File: src/rtl/id_ex_register.sv
// ---------------------------------------------------------------------------
// id_ex_register
//
// ID/EX pipeline register of the 5-stage RISC-V core, between decode and
// execute. Every field is captured on the rising edge of clk_i, and all
// outputs come straight from flops.
//
// Per-edge update rule, highest priority first:
//   Flush_i           -> load a bubble (squash the stage)
//   Hold_i            -> keep every pipeline field unchanged
//   NoOp_i            -> load a bubble (load-use stall from the hazard unit)
//   otherwise         -> load the decode fields and set Valid_o
//
// A bubble is all-zero: no control asserted, RdAddr_o = x0, Valid_o = 0.
// Because of that it never causes a write and never produces a meaningful
// forwarding or load-use match downstream.
//
// Optional build macro: ID_EX_STATS_EN
//   defined   : BubbleCnt_o counts NoOp bubbles, FlushCnt_o counts flushes.
//               Both saturate at all-ones and are cleared only by reset.
//   undefined : no counter flops exist; both outputs are tied to 0.
//
// Ports:
//   clk_i, rst_i                 clock, asynchronous active-low reset
//   *_i decode fields            control, ALUOp, operands, Imm, funct, addrs
//   NoOp_i, Flush_i, Hold_i      bubble insert, squash, freeze
//   *_o registered fields        same set as the inputs
//   Valid_o                      stage holds a real instruction
//   BubbleCnt_o, FlushCnt_o      statistics counters (width CNT_W)
// ---------------------------------------------------------------------------
module id_ex_register #(
    parameter int DATA_W = 32,
    parameter int CNT_W  = 16
) (
    input  logic              clk_i,
    input  logic              rst_i,

    input  logic              RegWrite_i,
    input  logic              MemtoReg_i,
    input  logic              MemRead_i,
    input  logic              MemWrite_i,
    input  logic              ALUSrc_i,
    input  logic [1:0]        ALUOp_i,
    input  logic [DATA_W-1:0] RS1data_i,
    input  logic [DATA_W-1:0] RS2data_i,
    input  logic [DATA_W-1:0] Imm_i,
    input  logic [9:0]        funct_i,
    input  logic [4:0]        RS1addr_i,
    input  logic [4:0]        RS2addr_i,
    input  logic [4:0]        RdAddr_i,

    input  logic              NoOp_i,
    input  logic              Flush_i,
    input  logic              Hold_i,

    output logic              RegWrite_o,
    output logic              MemtoReg_o,
    output logic              MemRead_o,
    output logic              MemWrite_o,
    output logic              ALUSrc_o,
    output logic [1:0]        ALUOp_o,
    output logic [DATA_W-1:0] RS1data_o,
    output logic [DATA_W-1:0] RS2data_o,
    output logic [DATA_W-1:0] Imm_o,
    output logic [9:0]        funct_o,
    output logic [4:0]        RS1addr_o,
    output logic [4:0]        RS2addr_o,
    output logic [4:0]        RdAddr_o,
    output logic              Valid_o,
    output logic [CNT_W-1:0]  BubbleCnt_o,
    output logic [CNT_W-1:0]  FlushCnt_o
);

    // Handshake note: there is no valid/ready pair here. The stage advances
    // on every edge unless Hold_i freezes it; Flush_i overrides Hold_i.

    logic load_en;      // the pipeline fields change on this edge
    logic load_bubble;  // ...and what gets loaded is a bubble
    logic noop_bubble;  // bubble caused by NoOp_i alone (counted)

    always_comb begin
        load_en     = Flush_i | ~Hold_i;
        load_bubble = Flush_i | (~Hold_i & NoOp_i);
        noop_bubble = ~Flush_i & ~Hold_i & NoOp_i;
    end

    // -----------------------------------------------------------------------
    // Pipeline fields
    // -----------------------------------------------------------------------
    always_ff @(posedge clk_i or negedge rst_i) begin
        if (!rst_i) begin
            RegWrite_o <= 1'b0;
            MemtoReg_o <= 1'b0;
            MemRead_o  <= 1'b0;
            MemWrite_o <= 1'b0;
            ALUSrc_o   <= 1'b0;
            ALUOp_o    <= '0;
            RS1data_o  <= '0;
            RS2data_o  <= '0;
            Imm_o      <= '0;
            funct_o    <= '0;
            RS1addr_o  <= '0;
            RS2addr_o  <= '0;
            RdAddr_o   <= '0;
            Valid_o    <= 1'b0;
        end else if (load_en) begin
            if (load_bubble) begin
                RegWrite_o <= 1'b0;
                MemtoReg_o <= 1'b0;
                MemRead_o  <= 1'b0;
                MemWrite_o <= 1'b0;
                ALUSrc_o   <= 1'b0;
                ALUOp_o    <= '0;
                RS1data_o  <= '0;
                RS2data_o  <= '0;
                Imm_o      <= '0;
                funct_o    <= '0;
                RS1addr_o  <= '0;
                RS2addr_o  <= '0;
                RdAddr_o   <= '0;
                Valid_o    <= 1'b0;
            end else begin
                RegWrite_o <= RegWrite_i;
                MemtoReg_o <= MemtoReg_i;
                MemRead_o  <= MemRead_i;
                MemWrite_o <= MemWrite_i;
                ALUSrc_o   <= ALUSrc_i;
                ALUOp_o    <= ALUOp_i;
                RS1data_o  <= RS1data_i;
                RS2data_o  <= RS2data_i;
                Imm_o      <= Imm_i;
                funct_o    <= funct_i;
                RS1addr_o  <= RS1addr_i;
                RS2addr_o  <= RS2addr_i;
                RdAddr_o   <= RdAddr_i;
                Valid_o    <= 1'b1;
            end
        end
    end

    // -----------------------------------------------------------------------
    // Statistics counters
    // -----------------------------------------------------------------------
`ifdef ID_EX_STATS_EN
    localparam logic [CNT_W-1:0] CNT_ONE = {{(CNT_W-1){1'b0}}, 1'b1};

    logic [CNT_W-1:0] bubble_cnt;
    logic [CNT_W-1:0] flush_cnt;

    // Saturating: once all-ones, the counter sticks until reset.
    always_ff @(posedge clk_i or negedge rst_i) begin
        if (!rst_i) begin
            bubble_cnt <= '0;
            flush_cnt  <= '0;
        end else begin
            if (Flush_i && (flush_cnt != '1)) begin
                flush_cnt <= flush_cnt + CNT_ONE;
            end
            if (noop_bubble && (bubble_cnt != '1)) begin
                bubble_cnt <= bubble_cnt + CNT_ONE;
            end
        end
    end

    assign BubbleCnt_o = bubble_cnt;
    assign FlushCnt_o  = flush_cnt;
`else
    logic unused_stats;
    assign unused_stats = noop_bubble;
    assign BubbleCnt_o  = '0;
    assign FlushCnt_o   = '0;
`endif

endmodule

File: config.mk
export PLATFORM = sky130hd
export DESIGN_NAME = id_ex_register
export DESIGN_NICKNAME = d
export VERILOG_FILES = /design/src/rtl/id_ex_register.sv
export SDC_FILE = /design/constraint.sdc
export NUM_CORES = 1
export LEC_CHECK = 0
export ABC_CLOCK_PERIOD_IN_PS = 800
export CORE_ASPECT_RATIO = 0.9
export CORE_MARGIN = 2
export CORE_UTILIZATION = 34
export DETAILED_ROUTE_END_ITERATION = 10
export PLACE_DENSITY_LB_ADDON = 0.25
export RECOVER_POWER = 25
export SETUP_SLACK_MARGIN = 0.1
export SYNTH_ARGS = -nofsm -noshare
export SYNTH_HDL_FRONTEND = slang
export SYNTH_SLANG_ARGS = --single-unit
File: constraint.sdc
create_clock -name clk_i -period 0.8 [get_ports clk_i]
set_input_delay 0.16 -clock clk_i [delete_from_list [all_inputs] [get_ports clk_i]]
set_output_delay 0.16 -clock clk_i [all_outputs]
set_load 0.1 [all_outputs]
==> results of run 1 <==
## power by group
group	leakage (nW)	total (mW)	internal, mW	switching, mW
combinational	2.32	5.38	2.01	3.37
clock	0.312	8.34	5.52	2.81
sequential	1.52	7.22	6.93	0.290
## cells in the final DEF, fill, tap and decap left out, types with 2 or more instances in the layout
master / n
a32o_1: 126
a32o_2: 2
buf_12: 139
buf_16: 5
buf_4: 6
buf_6: 18
bufinv_16: 4
clkbuf_16: 19
clkbuf_2: 2
clkbuf_8: 4
clkdlybuf4s50_1: 128
clkinv_2: 5
clkinvlp_4: 2
conb_1: 32
dfrtp_4: 129
## sequential cells by signal, summed over array words and instances (netlist names)
register    cells
Valid_o         1
MemWrite_o      1
RS2data_o      32
RS1addr_o       5
RdAddr_o        5
RegWrite_o      1
Imm_o          32
ALUSrc_o        1
ALUOp_o         2
MemRead_o       1
MemtoReg_o      1
funct_o        10
RS1data_o      32
RS2addr_o       5
## cell families after synthesis
group / share of synthesized area
AOI/OAI and AO/OA: 0.252
buffers and inverters: 0.111
DFF: 0.631
other: 0.000733
and+or+nand+nor: 0.00514
## area by class of cell
class                           count  area [um2]
Tap cell                          198         248
Inverter                            1        5.00
Fill cell                         899        4080
Sequential cell                   129        3710
Clock inverter                     10         155
Multi-Input combinational cell    164        1450
Clock buffer                       22         484
Timing Repair Buffer              305        4580
## how the worst max path moves through the flow
stage	start	endpoint	slack (ns)
after floorplan	Valid_o$_DFFE_PN0P_	Valid_o$_DFFE_PN0P_	-0.27
after global placement	Flush_i	Imm_o[11]$_DFFE_PN0P_	-0.68
after detailed placement	Hold_i	Imm_o[24]$_DFFE_PN0P_	-0.76
after CTS	RS2data_o[4]$_DFFE_PN0P_	RS2data_o[4]	-0.47
after global routing	RS1data_o[26]$_DFFE_PN0P_	RS1data_o[26]	-0.48
final	RS1data_o[26]$_DFFE_PN0P_	RS1data_o[26]	-0.46
## worst reg2reg max path, delay by kind of cell (launching register included)
family,cells,cell delay [ns]
buffers and inverters,2,0.22
flip-flops,1,0.49
AO/OA/AOI/OAI,1,0.22
## cell usage after synthesis, drive strengths merged
master,n
dfrtp,129
a32o,128
buf,72
clkbuf,2
and2,1
conb,1
inv,1
nor2,1
nor2b,1
o21a,1
## per-layer routing
layer,up-vias,part of all wire,wire length (um),global-route usage
met4,0,0.017,308,0.0625
met5,-,0,0,0
met1,2271,0.38,6920,0.265
li1,1870,-,-,-
met2,200,0.52,9540,0.388
met3,19,0.081,1480,0.0922
## stage by stage
| step | power, mW | utilization | cell area, um2 |
|---|---|---|---|
| floorplan | 10.4 | - | 5710 |
| global placement | 12.4 | 0.649 | 9550 |
| detailed placement | 12.5 | 0.649 | 9550 |
| CTS | 21.0 | 0.711 | 10500 |
| global route | 21.6 | 0.723 | 10600 |
| finish | 20.9 | 0.723 | 10600 |
## repair_timing
action | in CTS | in global routing
setup buffers | 9 | 13
hold buffers | 1 | 0
resized for setup | 24 | 18
hold endpoints to repair | 129 | 0
endpoints found under the setup margin | 258 | 321
gates cloned | 5 | 2
pin swaps | 7 | 11
==> flow_metrics.env, run 1 <==
export IMPL_antenna_found_initial=0
export IMPL_setup_worst_path_end_class="output pin"
export IMPL_start_kind="flop"
export IMPL_dr_pass1_iters=4
export IMPL_cts_root_buf="clkbuf_16"
export IMPL_vdd_drop_max_uv=1440
export IMPL_worstSkewPairLatency_ns=0.41
export IMPL_path_buf_inv=1
export IMPL_leakagePower_nw=4.15
export IMPL_routed_wl_um=18200
export IMPL_ys_types=12
export IMPL_fin_nets=751
export IMPL_ant_nets=0
export IMPL_timing_rr_start="RS1data_o[18]$_DFFE_PN0P_"
export IMPL_drtIter0Drc=206
export IMPL_finalSetupViolCount=243
export IMPL_layout_drive_gt1_share=0.542
export IMPL_reg2regPathDepth=3
export IMPL_seq_area_frac_synth=0.631
export IMPL_grt_max_degree=65
export IMPL_grt_first_pass_wirelength_um=27700
export IMPL_dp_cells=769
export IMPL_violations="setup timing"
export IMPL_synth_area_um2=5110
export IMPL_fmax_mhz=796
export IMPL_crit_path_cell_trace="buf_12"
export IMPL_reg2reg_to="RS1data_o[18]$_DFFE_PN0P_"
export IMPL_row_count=42
export IMPL_antenna_cells=0
export IMPL_clock_skew_ns=0
export IMPL_gp_congestion=0.756
export IMPL_syn_inst=337
export IMPL_cts_path_max_buffers=2
export IMPL_fin_ws_ns=-0.456
export IMPL_rsz0062_at_grt="yes"
export IMPL_drc_errors=0
export IMPL_min_delay_start="Hold_i"
export IMPL_drv_slew=0
export IMPL_syn_area_per_cell_um2=15.2
export IMPL_synth_warnings=0
export IMPL_slowest_delay_ns=0.50
export IMPL_io_buffer_count=261
export IMPL_die_w_um=133
export IMPL_grt_overflow_total=0
export IMPL_finalNonFillerCells=829
export IMPL_h_tree_depth=4
export IMPL_status="finished with violations"
export IMPL_crit_type="flop to output pin"
export IMPL_arrival_ns=1.10
export IMPL_post_route_period_util=1.57
export IMPL_cts_buffers=17
export IMPL_hold_path_depth=3
export IMPL_hold_slack_ns=0.129
export IMPL_synth_area_leaders="dfrtp_1 (63%), a32o_1 (25%), buf_4 (7.0%)"
export IMPL_grt_pass1_vias=4684
export IMPL_dieArea_um2=16000
export IMPL_maxCapViolCount=0
export IMPL_wl_per_cell_um=22.0
export IMPL_fin_tns_setup_ns=-59.01
export IMPL_hold_violations=0
export IMPL_r2r_slack_ns=-0.25
export IMPL_path_clk_slew_ns=0.06
export IMPL_tritoncts="done"
export IMPL_cts_sinks=129
export IMPL_die_h_um=120
export IMPL_yosysTopAreaCellShare=0.631
export IMPL_hold_path_class="input port to flop"
export IMPL_cp_max_fo=2
export IMPL_io_pins=294
export IMPL_hpwl_um=11600
export IMPL_grtUsageTotal=0.227
export IMPL_p_per_area_nw_per_um2=1970
export IMPL_min_to="Valid_o$_DFFE_PN0P_"
export IMPL_vias=4360
export IMPL_core_area_um2=14700
export IMPL_yosysTopAreaCell="dfrtp_1"
export IMPL_critPathRequiredTime_ns=0.64
export IMPL_critPathTopFamily="flip-flops"
export IMPL_start_util=0.348
export IMPL_worst_path_stages=1
export IMPL_area_growth_pct=108
export IMPL_finalCriticalPeriod_ns=1.26
export IMPL_ys_seq_elements=129
export IMPL_crit_path_top_delay_cell="dfrtp_4"
export IMPL_dp_slack_ns=-0.757
export IMPL_viasPerCell=5.26
Power figures use the tool's default switching activity.
==> inputs of run 2 (changes only) <==
CAP_MARGIN = 30   (was default)
==> results of run 2 <==
Final layout, timing and power as in run 1 (identical DEF).
